File: src/rtl/connect6_pkg.sv
// Shared types and constants for the Connect6 engine front end.
// Used by the move-frame receiver and the stages downstream of it.
package connect6_pkg;

   localparam int         BOARD_N   = 19;
   localparam logic [7:0] SYNC_BYTE = 8'hA5;

   typedef logic [5:0] coord_t;

   localparam logic [2:0] ERR_NONE    = 3'd0;
   localparam logic [2:0] ERR_COUNT   = 3'd1;
   localparam logic [2:0] ERR_RANGE   = 3'd2;
   localparam logic [2:0] ERR_DUP     = 3'd3;
   localparam logic [2:0] ERR_TIMEOUT = 3'd4;
   localparam logic [2:0] ERR_OVERRUN = 3'd5;

   typedef enum logic [2:0] {
      ST_IDLE, ST_CNT, ST_X1, ST_Y1, ST_X2, ST_Y2, ST_CHECK, ST_HOLD
   } state_e;

   // Range test on the full received byte, so values such as 8'h40 cannot alias onto the board.
   function automatic logic in_range(input logic [7:0] b);
      return b < 8'(BOARD_N);
   endfunction

endpackage

File: src/rtl/byte_timeout.sv
// Inter-byte watchdog: reloads on every received byte and counts down while a frame is open.
// The expire output is a single-cycle pulse after TIMEOUT_CYC consecutive idle cycles.
module byte_timeout #(
   parameter int TIMEOUT_CYC = 1_000_000
) (
   input  logic clk,
   input  logic rst_n,
   input  logic load,
   input  logic run,
   output logic expire
);

   localparam int             W        = $clog2(TIMEOUT_CYC + 1);
   localparam logic [W-1:0]   LOAD_VAL = W'(TIMEOUT_CYC);

   logic [W-1:0] cnt_q, cnt_d;

   // NOTE: cnt_d gets its default first, so no path through this block can infer a latch.
   always_comb begin
      cnt_d = cnt_q;
      if (load)                cnt_d = LOAD_VAL;
      else if (!run)           cnt_d = '0;
      else if (cnt_q != '0)    cnt_d = cnt_q - 1'b1;
   end

   assign expire = run && !load && (cnt_q == W'(1));

   always_ff @(posedge clk) begin
      if (!rst_n) cnt_q <= '0;
      else        cnt_q <= cnt_d;
   end

endmodule

File: src/rtl/move_frame_rx.sv
// Parses the opponent's move frame from the host byte link and presents the validated
// stones with a valid/ack handshake; compute_move then requests our own move.
module move_frame_rx
   import connect6_pkg::*;
#(
   parameter int TIMEOUT_CYC = 1_000_000
) (
   input  logic       clk,
   input  logic       rst_n,
   input  logic [7:0] rx_data,
   input  logic       rx_valid,
   output coord_t     x_1,
   output coord_t     y_1,
   output coord_t     x_2,
   output coord_t     y_2,
   output logic [1:0] move_count,
   output logic       move_valid,
   input  logic       move_ack,
   output logic       compute_move,
   output logic       frame_err,
   output logic [2:0] err_code
);

   state_e     state_q, state_d;
   logic [1:0] cnt_q, cnt_d;
   coord_t     cap_x1_q, cap_y1_q, cap_x2_q, cap_y2_q;
   coord_t     cap_x1_d, cap_y1_d, cap_x2_d, cap_y2_d;
   logic       bad_q, bad_d;
   coord_t     x1_q, y1_q, x2_q, y2_q, x1_d, y1_d, x2_d, y2_d;
   logic [1:0] mc_q, mc_d;
   logic       valid_q, valid_d, compute_q, compute_d, err_q, err_d;
   logic [2:0] code_q, code_d;

   logic timed, expire, bad_byte;

   assign timed    = state_q inside {ST_CNT, ST_X1, ST_Y1, ST_X2, ST_Y2};
   assign bad_byte = !in_range(rx_data);

   byte_timeout #(.TIMEOUT_CYC(TIMEOUT_CYC)) u_timeout (
      .clk    (clk),
      .rst_n  (rst_n),
      .load   (rx_valid),
      .run    (timed),
      .expire (expire)
   );

   always_comb begin
      state_d   = state_q;
      cnt_d     = cnt_q;
      cap_x1_d  = cap_x1_q;
      cap_y1_d  = cap_y1_q;
      cap_x2_d  = cap_x2_q;
      cap_y2_d  = cap_y2_q;
      bad_d     = bad_q;
      x1_d      = x1_q;
      y1_d      = y1_q;
      x2_d      = x2_q;
      y2_d      = y2_q;
      mc_d      = mc_q;
      valid_d   = valid_q;
      compute_d = compute_q;
      err_d     = 1'b0;
      code_d    = code_q;

      if (timed && expire) begin
         err_d   = 1'b1;
         code_d  = ERR_TIMEOUT;
         state_d = ST_IDLE;
      end else begin
         unique case (state_q)
            ST_IDLE: if (rx_valid && rx_data == SYNC_BYTE) begin
               state_d   = ST_CNT;
               compute_d = 1'b0;
               bad_d     = 1'b0;
            end
            ST_CNT: if (rx_valid) begin
               if (rx_data == 8'd1 || rx_data == 8'd2) begin
                  cnt_d   = rx_data[1:0];
                  state_d = ST_X1;
               end else begin
                  err_d   = 1'b1;
                  code_d  = ERR_COUNT;
                  state_d = ST_IDLE;
               end
            end
            ST_X1: if (rx_valid) begin
               cap_x1_d = rx_data[5:0];
               bad_d    = bad_q | bad_byte;
               state_d  = ST_Y1;
            end
            ST_Y1: if (rx_valid) begin
               cap_y1_d = rx_data[5:0];
               bad_d    = bad_q | bad_byte;
               state_d  = (cnt_q == 2'd2) ? ST_X2 : ST_CHECK;
            end
            ST_X2: if (rx_valid) begin
               cap_x2_d = rx_data[5:0];
               bad_d    = bad_q | bad_byte;
               state_d  = ST_Y2;
            end
            ST_Y2: if (rx_valid) begin
               cap_y2_d = rx_data[5:0];
               bad_d    = bad_q | bad_byte;
               state_d  = ST_CHECK;
            end
            ST_CHECK: begin
               // A byte landing here is dropped; the frame verdict below still wins err_code.
               if (rx_valid) begin
                  err_d  = 1'b1;
                  code_d = ERR_OVERRUN;
               end
               if (bad_q) begin
                  err_d   = 1'b1;
                  code_d  = ERR_RANGE;
                  state_d = ST_IDLE;
               end else if (cnt_q == 2'd2 && cap_x1_q == cap_x2_q && cap_y1_q == cap_y2_q) begin
                  err_d   = 1'b1;
                  code_d  = ERR_DUP;
                  state_d = ST_IDLE;
               end else begin
                  x1_d    = cap_x1_q;
                  y1_d    = cap_y1_q;
                  x2_d    = (cnt_q == 2'd2) ? cap_x2_q : cap_x1_q;
                  y2_d    = (cnt_q == 2'd2) ? cap_y2_q : cap_y1_q;
                  mc_d    = cnt_q;
                  valid_d = 1'b1;
                  state_d = ST_HOLD;
               end
            end
            ST_HOLD: begin
               if (rx_valid) begin
                  err_d  = 1'b1;
                  code_d = ERR_OVERRUN;
               end
               if (move_ack) begin
                  valid_d   = 1'b0;
                  compute_d = 1'b1;
                  state_d   = ST_IDLE;
               end
            end
            default: state_d = ST_IDLE;
         endcase
      end
   end

   always_ff @(posedge clk) begin
      if (!rst_n) begin
         state_q   <= ST_IDLE;
         cnt_q     <= '0;
         cap_x1_q  <= '0;
         cap_y1_q  <= '0;
         cap_x2_q  <= '0;
         cap_y2_q  <= '0;
         bad_q     <= 1'b0;
         x1_q      <= '0;
         y1_q      <= '0;
         x2_q      <= '0;
         y2_q      <= '0;
         mc_q      <= '0;
         valid_q   <= 1'b0;
         compute_q <= 1'b0;
         err_q     <= 1'b0;
         code_q    <= ERR_NONE;
      end else begin
         state_q   <= state_d;
         cnt_q     <= cnt_d;
         cap_x1_q  <= cap_x1_d;
         cap_y1_q  <= cap_y1_d;
         cap_x2_q  <= cap_x2_d;
         cap_y2_q  <= cap_y2_d;
         bad_q     <= bad_d;
         x1_q      <= x1_d;
         y1_q      <= y1_d;
         x2_q      <= x2_d;
         y2_q      <= y2_d;
         mc_q      <= mc_d;
         valid_q   <= valid_d;
         compute_q <= compute_d;
         err_q     <= err_d;
         code_q    <= code_d;
      end
   end

   assign x_1          = x1_q;
   assign y_1          = y1_q;
   assign x_2          = x2_q;
   assign y_2          = y2_q;
   assign move_count   = mc_q;
   assign move_valid   = valid_q;
   assign compute_move = compute_q;
   assign frame_err    = err_q;
   assign err_code     = code_q;

endmodule

File: config.mk
export PLATFORM = sky130hd
export DESIGN_NAME = move_frame_rx
export DESIGN_NICKNAME = d
export VERILOG_FILES = /design/src/rtl/connect6_pkg.sv /design/src/rtl/byte_timeout.sv /design/src/rtl/move_frame_rx.sv
export SDC_FILE = /design/constraint.sdc
export NUM_CORES = 1
export LEC_CHECK = 0
export CORE_ASPECT_RATIO = 1.1
export CORE_MARGIN = 3
export CORE_UTILIZATION = 51
export CTS_CLUSTER_DIAMETER = 150
export DETAILED_ROUTE_END_ITERATION = 10
export MAX_ROUTING_LAYER = met4
export PLACE_DENSITY = 0.75
export SYNTH_ARGS = -nofsm -noshare
export SYNTH_HDL_FRONTEND = slang
export SYNTH_SLANG_ARGS = --single-unit
File: constraint.sdc
create_clock -name clk -period 2.2 [get_ports clk]
set_clock_uncertainty 0.1 [all_clocks]
set_input_delay 0.44 -clock clk [delete_from_list [all_inputs] [get_ports clk]]
set_output_delay 0.44 -clock clk [all_outputs]
set_load 0.02 [all_outputs]
Word level (Yosys, flattened, before mapping)

Cells that the tools add are included.

Flip-flop bits (word level): 82
Logic and storage cells: 127
Input bits: 12
Output and inout port bits: 32

Magnitude comparators: 1
Add/subtract/negate cells: 1
Reductions and logical operators: 32
Muxes and demuxes: 40
Equality and inequality tests: 28
Bitwise operators: 6

Operators by type and width:

| operator                                                                 | number |
|---|---|
| 20-bit 2-to-1 mux                                                        | 3 |
| 3-bit 2-to-1 mux                                                         | 15 |
| 3-bit case mux with 8 select lines                                       | 1 |
| 20-bit by 1-bit equality test with 1-bit output (second input constant)  | 1 |
| 2-bit inequality test (second input constant)                            | 10 |
| 20-bit nonzero test                                                      | 1 |
| 20-bit by 1-bit subtractor with 20-bit output (second input constant)    | 1 |
| 3-bit AND reduction                                                      | 6 |
| 4-bit AND reduction                                                      | 4 |
| 3-bit equality test (second input constant)                              | 4 |
| 6-bit equality test                                                      | 2 |
| 1-bit 2-to-1 mux                                                         | 12 |
| 6-bit 2-to-1 mux                                                         | 2 |
| 3-bit case mux with 3 select lines                                       | 1 |
| 8-bit by 1-bit equality test with 1-bit output (second input constant)   | 1 |
| 8-bit by 2-bit equality test with 1-bit output (second input constant)   | 1 |
| 8-bit equality test (second input constant)                              | 1 |
| 8-bit by 5-bit < comparator with 1-bit output (second input constant)    | 1 |
| 7-bit AND reduction                                                      | 1 |
| 3-bit by 2-bit equality test with 1-bit output (second input constant)   | 2 |
| 1-bit logical AND                                                        | 6 |
| 3-bit by 2-bit inequality test with 1-bit output (second input constant) | 2 |
| 1-bit case mux with 2 select lines                                       | 3 |
| 2-bit nonzero test                                                       | 3 |
| other kinds (18)                                                         | 24 |

Longest topological paths before layout

Gate-level depths: netlist (run 1).

Depth after elaboration: 7
Gate-level depth with buffers: 9
Depth with buffers taken out: 7

Hierarchy

A second synthesis (run 1) with hierarchy kept.

Cells, all modules: 473
Area total of the unflattened synthesis: 4,357.9 µm²

Modules (own cells, without submodules):

| module        | area each (µm²) | seq. area each (µm²) | times used | cells an instance |
|---|---|---|---|---|
| move_frame_rx | 3,261.9         | 1,241.2              | 1          | 351 |
| byte_timeout  | 1,096.1         | 400.4                | 1          | 122 |

Worst setup path before layout (run 1)

No wires, ideal clock.

Path type: reg2reg
Start: register u_timeout.cnt_q[4]
End: register u_timeout.cnt_q[3]
Library setup time: 116 ps
Data required time: 1,984 ps
Path buffers: 3
Period minus slack after synthesis: 2,045 ps
Stages on the path, launching flop included: 9
Path slack: 155 ps
Arrival time: 1,830 ps
Cell sequence: dfxtp_1 > or4_1 > buf_2 > nor3_4 > and3_1 > buf_4 > buf_8 > nor4_1 > a31o_1

Word-level cells in the longest chain between the ends: 1

Ends and longest elaborated chain:

| what                   | line               | RTL |
|---|---|---|
| start, declared        | byte_timeout.sv:16 | `logic [W-1:0] cnt_q, cnt_d;` |
| start signal, assigned | byte_timeout.sv:30 | `else cnt_q <= cnt_d;` |
| 20-bit nonzero test    | byte_timeout.sv:23 | `else if (cnt_q != '0) cnt_d = cnt_q - 1'b1;` |

No other way between the ends.
A chain may end at the register's enable or synchronous reset.

Worst setup path in the final report (run 1)

Start: register u_timeout.cnt_q[10]
End: register u_timeout.cnt_q[6]

Word-level cells in the longest chain between the ends: 2

Ends and longest elaborated chain:

| what                                                       | line |
|---|---|
| 20-bit nonzero test                                        | byte_timeout.sv:23 |
| 3-bit by 2-bit inequality test with 1-bit output (no line) | -- |

No other way between the ends.

==> reports/metrics.cfg, run 1 <==
[yosys]
ys.warnings.count=0
async_flop_share_pct=0
yosys_most_used_dff=dfxtp_1
yosys.area.top_type_share_pct=41.2
synth_commonest_cells=dfxtp_1 (82), nor2_1 (45), a21oi_1 (43)
yosysTopAreaCell=dfxtp_1
synthTopCellsByArea=dfxtp_1 (41%), mux2i_1 (9.0%), a21oi_1 (5.4%)
synth_seq_cells=82
synthDistinctLibCells=58
syn_inst=454
yosysSeqAreaShare_pct=41.2
synth_edf_count=0
synth_nets=472
post_synth_instance_area_um2=3980
avgSynthCellArea_um2=8.77
yosysMostFrequentCell=dfxtp_1

[cells_and_area]
drive_gt1_share_pct=17.1
multi_input_area_um2=2220
nets=550
area_delta_synth_final_pct=28.3
fillCellCount=643
final_cell_area_um2=5110
ff_latch_area_um2=1650
antenna-diode-count=0

[timing]
post-route-period-util_pct=97.5
tightest_slew_ns=0.476
setup_viol=0
final_max_slew_viol_count=0
fin_hold_ws_ns=0.357
timing.slew.headroom_pct=68.3
fmax_mhz=466
finalHoldViolations=0
post-route-min-period_ns=2.15

[clocking]
cts_buffers=9
clkTransAtPathRegs_ns=0.09
clkLatencyLatePin_ns=0.35
htreeDepth=3
hold_buffers=0
cts_tree=yes
cts.sinks=82
cts_max_path_buffers=2
clock-root-buffer=clkbuf_8

[die]
core_area_um2=7510
start_util_pct=53.0
die_h_um=98.7
die_area_um2=8910
fp.dieW_um=90.3
rows=33
ioPinCount=44

[grt]
antenna_found_initial=0
gr-total-overflow=0
gr-usage-met1_pct=29.9
grt_util_met2_pct=42.7
grt_pass1_vias=3697
grt_pass1_wl_mm=17.7
grt-busiest-layer=met2
grt_util_met3_pct=4.12
grt_max_degree=33
grtUsageTotal_pct=24.8

[detailed_routing]
wl_per_cell_um=16.6
drt-total-wl_mm=10.6
drc_errors=0
ant_nets=0
first_pass_iters=4
viasPerCell=5.80
drt_iter0_markers=203
vias=3724

[place]
place_hpwl_mm=7.79
numPortBuffers=43
gp_congestion=0.941
postPlaceCellArea_um2=4810

[setup_path]
criticalPathCategory=flop to flop
crit_path_end_kind=flop
crit_arrival_ns=2.28
worstPathRequired_ns=2.33
cp-start-kind=flop
cp_max_fo=5

[pwr]
leakage_nw=1.94
ir_worst_vdd_uv=513
p_per_area_nw_per_um2=644

[job]
drv_cap=0

[status]
outcome=complete, no violations

[hold_path]
min_path_type=flop to flop

-- cell type report --
class	count	area share (%)
well taps	105	2.57
clock buffers	9	2.42
inverters	9	0.661
flip-flops and latches	82	32.2
repair buffers	98	16.5
clock inverters	7	2.18
multi-input cells	332	43.4
-- metal layers --
layer	part of all wire (%)	up-vias
met2	52	94
met4	1.7	0
met5	0	-
met3	4.1	18
li1	-	1812
met1	42	1800
-- stage by stage --
stage                     power, W  instances  util [%]  setup slack [ns]  TNS [ns]
after global placement     0.00201        624      64.0            -0.180    -0.455
after detailed placement   0.00203        624      64.0            -0.267    -0.788
after CTS                  0.00327        640      67.2            0.0150         0
after floorplan            0.00185        454         -             0.155         0
final                      0.00329        642      68.0            0.0546         0
after global routing       0.00343        642      68.0           -0.0193   -0.0530
-- critical path, stage by stage (launching register included) --
cell,delay [ns]
dfxtp_1,0.35
or4_4,0.59
and4bb_1,0.34
buf_4,0.12
buf_4,0.12
a211oi_1,0.08
xnor2_1,0.22
o21ai_0,0.10
-- placed cells by master (no fill, tap or decap), types with 15 or more instances in the layout --
master / Yosys / routed
mux2i_1: 36 / 36
nor2_1: 45 / 45
xnor2_1: 19 / 19
dfxtp_1: 82 / 80
a211oi_1: 15 / 15
o21ai_0: 24 / 24
nand3_1: 22 / 21
a21oi_1: 43 / 42
buf_4: 1 / 55
nand2_1: 17 / 16
clkdlybuf4s50_1: 0 / 43
-- flip-flops by register name, summed over array words and instances (netlist names) --
name and count:
bad_q 1, err_code 3, y_1 6, move_count 2, x_2 6, compute_move 1
cap_y2_q 6, y_2 6, cnt_q 2, cap_y1_q 6, u_timeout.cnt_q 20, frame_err 1
state_q 3, cap_x1_q 6, move_valid 1, cap_x2_q 6, x_1 6
-- cell families (layout without fill, tap and decap cells) --
family	after synthesis	after routing	share of synthesized area, %
AND/OR/NAND/NOR	149	149	20.3
AO/OA/AOI/OAI	117	117	18.0
flip-flops	82	82	41.2
buffers and inverters	40	123	4.18
multiplexers	37	37	9.33
XOR/XNOR	23	23	5.06
adder cells (fa/ha/maj)	6	6	1.88
-- power by group --
part / internal (W) / switching (W) / leakage, nW
registers: 0.00151 / 0.0000270 / 0.664
logic: 0.000235 / 0.000260 / 1.16
clock network: 0.000661 / 0.000600 / 0.117
total: 0.00240 / 0.000887 / 1.94
-- timing repair --
item	4_1_cts	5_1_grt
resized for setup	2	10
buffers inserted	0	2
setup endpoints to repair	2	9
pin swaps	0	2
-- path summary, 6_finish.rpt --
check                                    startpoint                 end  slack, ns  cells after the start
worst min register to register           move_valid          move_valid       0.36                      2
worst max-delay path            u_timeout.cnt_q[10]  u_timeout.cnt_q[6]       0.05                      7
worst max register to register  u_timeout.cnt_q[10]  u_timeout.cnt_q[6]       0.05                      7
worst min-delay path                     move_valid          move_valid       0.36                      2
Note: power is estimated with default switching activity, not from simulation.
==> inputs of run 2 (changes only) <==
--- a/config.mk
+++ b/config.mk
@@ -5,10 +5,11 @@
 export SDC_FILE = /design/constraint.sdc
 export NUM_CORES = 1
 export LEC_CHECK = 0
-export CORE_ASPECT_RATIO = 1.1
+export CORE_ASPECT_RATIO = 0.9
 export CORE_MARGIN = 3
 export CORE_UTILIZATION = 51
 export CTS_CLUSTER_DIAMETER = 150
+export CTS_CLUSTER_SIZE = 28
 export DETAILED_ROUTE_END_ITERATION = 10
 export MAX_ROUTING_LAYER = met4
 export PLACE_DENSITY = 0.75
==> reports/metrics.cfg, run 2 (synthesis gave the netlist of run 1 again) <==
[hold_path]
hold_end=move_valid
min_path_type=flop to flop
whs_path_depth=2
min_from=move_valid

[pwr]
combPwrFrac_pct=14.0
swShare_pct=26.9
power_frac_clock_pct=38.5
pwr-share-seq_pct=47.5
p_int_w=0.00237
ir_worst_vdd_uv=465
power.switching_w=0.000873
leakage_nw=1.94
p_per_area_nw_per_um2=641

[clocking]
hold_buffers=0
cts_resized=0
cts_max_path_buffers=2
cts_tree=yes
postCtsSetupBuffers=0
cts_buffers=9
cts.sinks=82
clock-root-buffer=clkbuf_8
htreeDepth=3
clkTransAtPathRegs_ns=0.09
clkLatencyLatePin_ns=0.37

[timing]
finalHoldViolations=0
fmax_mhz=467
post-route-min-period_ns=2.14
final_max_slew_viol_count=0
tightest_slew_ns=0.419
setup_viol=0
setup_slack_ns=0.0594
post-route-period-util_pct=97.3
timing.slew.headroom_pct=71.7
rsz0062_at_grt=yes
fin_tns_setup_ns=0

[setup_path]
rrSetupSlack_ns=0.06
cp-start-kind=flop
crit_arrival_ns=2.34
crit_path_end_kind=flop
worstPathRequired_ns=2.40
criticalPathCategory=flop to flop
cp_max_fo=6
rr_startpoint=u_timeout.cnt_q[0]
r2r_cells=5
r2r-end=u_timeout.cnt_q[7]

[status]
outcome=complete, no violations

[die]
ioPinCount=44
die_area_um2=8910
die_h_um=89.8
core_area_um2=7330
fp.dieW_um=99.2
rows=29
start_util_pct=54.4

[cells_and_area]
fillCellCount=599
multi_input_area_um2=2190
ff_latch_area_um2=1640
largest_reg_flops=20
area_delta_synth_final_pct=27.1
nets=551
antenna-diode-count=0
drive_gt1_share_pct=16.2
layout_common_cells=dfxtp_1 (81), buf_4 (56), nor2_1 (45), a21oi_1 (43), clkdlybuf4s50_1 (43)
fin_util_pct=69.1
final_common_cell=dfxtp_1
largest_register=u_timeout.cnt_q

[grt]
grt_max_degree=35
grt_pass1_vias=3454
grtUsageTotal_pct=25.1
gr-total-overflow=0
antenna_found_initial=0
grt_pass1_wl_mm=17.7

[detailed_routing]
wl_met2_mm=4.75
ant_nets=0
first_pass_iters=5
wl_per_cell_um=16.7
drt_iter0_markers=238
top_layer=met4
drc_errors=0
viasPerCell=5.94
wirelength_met1_mm=4.98
met3_length_um=668
drt-total-wl_mm=10.5
vias=3748

[place]
pre_cts_slack_ns=-0.186
gp_congestion=0.902
numPortBuffers=43
place_hpwl_mm=7.67

[job]
drv_cap=0

## run 2: cell types whose count changed in the layout (fill, tap and decap cells not counted), sizes merged
cell	previous run	this run
clkinvlp	0	1
clkinv	3	2
buf	55	56
## run 2: layout make-up
cell class	instances	area share, %
Clock buffer	9	2.45
Clock inverter	7	2.00
Inverter	9	0.667
Multi-Input combinational cell	332	43.3
Sequential cell	82	32.4
Tap cell	93	2.30
Timing Repair Buffer	99	16.8
## run 2: metrics by stage
stage	std cells	total power, W	area [um^2]	hold WS [ns]
4_1_cts	631	0.00324	5040	0.372
6_report	631	0.00325	5060	0.367
2_1_floorplan	454	0.00185	3980	0.352
3_5_place_dp	615	0.00201	4820	0.357
5_1_grt	631	0.00337	5060	0.400
3_3_place_gp	615	0.00200	4820	0.345
## run 2: worst max-delay path, cell delays in order, from the launching register on
cell,delay (ns)
dfxtp_1,0.32
buf_4,0.14
or4_1,0.67
or3_1,0.39
or3_1,0.31
a21oi_1,0.14
## run 2: per-layer routing
layer | vias up | GRT usage, %
met1 | 1763 | 36.2
met2 | 149 | 35.2
met3 | 15 | 4.95
li1 | 1821 | -
met4 | 0 | 8.08
met5 | - | -
## run 2: power groups by stage
stage          sequential [W]  combinational, W  clock (W)
2_1_floorplan         0.00157          0.000288          0
3_3_place_gp          0.00157          0.000426          0
3_5_place_dp          0.00157          0.000439          0
4_1_cts               0.00154          0.000442    0.00126
5_1_grt               0.00155          0.000503    0.00132
6_report              0.00154          0.000455    0.00125
## run 2: worst max-delay path by stage
stage	endpoint	cells after the start	from	slack [ns]
floorplan	u_timeout.cnt_q[3]	8	u_timeout.cnt_q[4]	0.15
global placement	state_q[1]	7	rx_data[3]	-0.18
detailed placement	state_q[1]	7	rx_data[3]	-0.19
CTS	u_timeout.cnt_q[11]	6	u_timeout.cnt_q[11]	0.01
global route	u_timeout.cnt_q[11]	8	u_timeout.cnt_q[0]	-0.04
finish	u_timeout.cnt_q[7]	5	u_timeout.cnt_q[0]	0.06
==> inputs of run 3 (changes only) <==
--- a/config.mk
+++ b/config.mk
@@ -11,6 +11,7 @@
 export CTS_CLUSTER_DIAMETER = 150
 export CTS_CLUSTER_SIZE = 28
 export DETAILED_ROUTE_END_ITERATION = 10
+export GPL_TIMING_DRIVEN = 0
 export MAX_ROUTING_LAYER = met4
 export PLACE_DENSITY = 0.75
 export SYNTH_ARGS = -nofsm -noshare
==> reports/metrics.cfg, run 3 (synthesis gave the netlist of run 1 again) <==
[status]
outcome=complete, no violations

[timing]
final_max_slew_viol_count=0
tightest_slew_ns=0.737
finalHoldViolations=0
setup_viol=0
post-route-min-period_ns=2.15
fin_tns_setup_ns=0
timing.slew.headroom_pct=50.9
fin_hold_ws_ns=0.368
post-route-period-util_pct=97.6
fmax_mhz=466

[setup_path]
cp_max_fo=10
cp-start-kind=flop
crit_arrival_ns=2.29
criticalPathCategory=flop to flop
crit_path_end_kind=flop
worstPathRequired_ns=2.35

[pwr]
ir_worst_vdd_uv=409
combPwrFrac_pct=14.0
power.switching_w=0.000819
power_frac_clock_pct=37.8
leakage_nw=1.82
swShare_pct=25.7
pwr-share-seq_pct=48.2
p_total_w=0.00319
p_int_w=0.00237
p_per_area_nw_per_um2=644

[place]
place_hpwl_mm=7.41
postPlaceCellArea_um2=4500
gp_congestion=0.876
numPortBuffers=40

[detailed_routing]
wl_per_cell_um=17.1
drc_errors=0
drt-total-wl_mm=10.5
vias=3677
drt_iter0_markers=274
first_pass_iters=5
ant_nets=0
viasPerCell=6.00

[die]
fp.dieW_um=99.2
ioPinCount=44
die_h_um=89.8
core_area_um2=7330
start_util_pct=54.4
rows=29
die_area_um2=8910

[job]
drv_cap=0

[clocking]
cts_max_path_buffers=2
cts.sinks=82
clock-root-buffer=clkbuf_8
clkTransAtPathRegs_ns=0.08
clkLatencyLatePin_ns=0.35
htreeDepth=3
cts_tree=yes
cts_buffers=9

[cells_and_area]
largest_register=u_timeout.cnt_q
final_cell_area_um2=4960
final_common_cell=dfxtp_1
multi_input_area_um2=2290
fin_util_pct=67.6
fillCellCount=597
layout_common_cells=dfxtp_1 (75), nor2_1 (44), a21oi_1 (42), clkdlybuf4s50_1 (38), mux2i_1 (36)
drive_gt1_share_pct=14.0
ff_latch_area_um2=1650
nets=534
largest_reg_flops=20
antenna-diode-count=0
area_delta_synth_final_pct=24.4

[grt]
grt_pass1_vias=3407
grt_max_degree=14
grt_pass1_wl_mm=16.9
gr-total-overflow=0
antenna_found_initial=0
grtUsageTotal_pct=24.2

[hold_path]
min_path_type=flop to flop

run 3: changes by cell type in the layout (fill, tap and decap cells not counted), moves of 3 or more:
cell,previous run,this run
buf_4,56,13
clkbuf_1,0,17
clkbuf_2,0,6
or4_1,6,3
dfxtp_1,81,75
nor3_1,8,5
clkdlybuf4s50_1,43,38
or4_4,1,4
dfxtp_2,1,6
buf_2,0,3
run 3: critical path, cell delays in order, from the launching register on:
cell	delay (ns)
dfxtp_2	0.33
or4_4	0.58
and4bb_2	0.36
and3_4	0.19
buf_6	0.12
buf_8	0.13
nor4_2	0.05
a31o_1	0.18
run 3: cell type report:
cell class / count / area share (%)
clock inverters: 4 / 1.54
clock buffers: 11 / 2.85
well taps: 93 / 2.35
repair buffers: 53 / 10.1
multi-input cells: 332 / 46.2
plain buffers: 29 / 2.88
flip-flops and latches: 82 / 33.3
inverters: 9 / 0.681
run 3: layer usage:
metal | GRT usage, % | vias to the layer above | share of wire (%)
met5 | - | - | 0
met4 | 8.19 | 0 | 2.1
met3 | 5.73 | 23 | 8.0
met2 | 34.3 | 141 | 44
met1 | 33.9 | 1720 | 46
li1 | - | 1793 | -
run 3: final timing paths:
| check | from | end | slack (ns) | cells after the start |
|---|---|---|---|---|
| setup / recovery | u_timeout.cnt_q[13] | u_timeout.cnt_q[3] | 0.05 | 7 |
| hold / removal | move_valid | move_valid | 0.37 | 2 |
| setup reg to reg | u_timeout.cnt_q[13] | u_timeout.cnt_q[3] | 0.05 | 7 |
| hold reg to reg | move_valid | move_valid | 0.37 | 2 |
run 3: through the flow:
stage | setup WS (ns) | std cells
floorplan | 0.155 | 454
global placement | -0.556 | 587
detailed placement | -0.576 | 587
CTS | -0.00341 | 608
global route | -0.00878 | 613
finish | 0.0531 | 613
run 3: what timing repair did:
| item | in CTS | in global routing |
|---|---|---|
| setup endpoints to repair | 51 | 57 |
| resized for setup | 15 | 36 |
| hold buffers | 0 | 0 |
| buffers inserted | 7 | 6 |
| hold endpoints to repair | 0 | 0 |
| pin swaps | 4 | 4 |
run 3: power by group through the flow:
stage	Sequential [W]	Combinational [W]	Clock, W
floorplan	0.00157	0.000288	0
global placement	0.00157	0.000377	0
detailed placement	0.00157	0.000383	0
CTS	0.00154	0.000406	0.00123
global route	0.00154	0.000486	0.00129
finish	0.00154	0.000447	0.00121
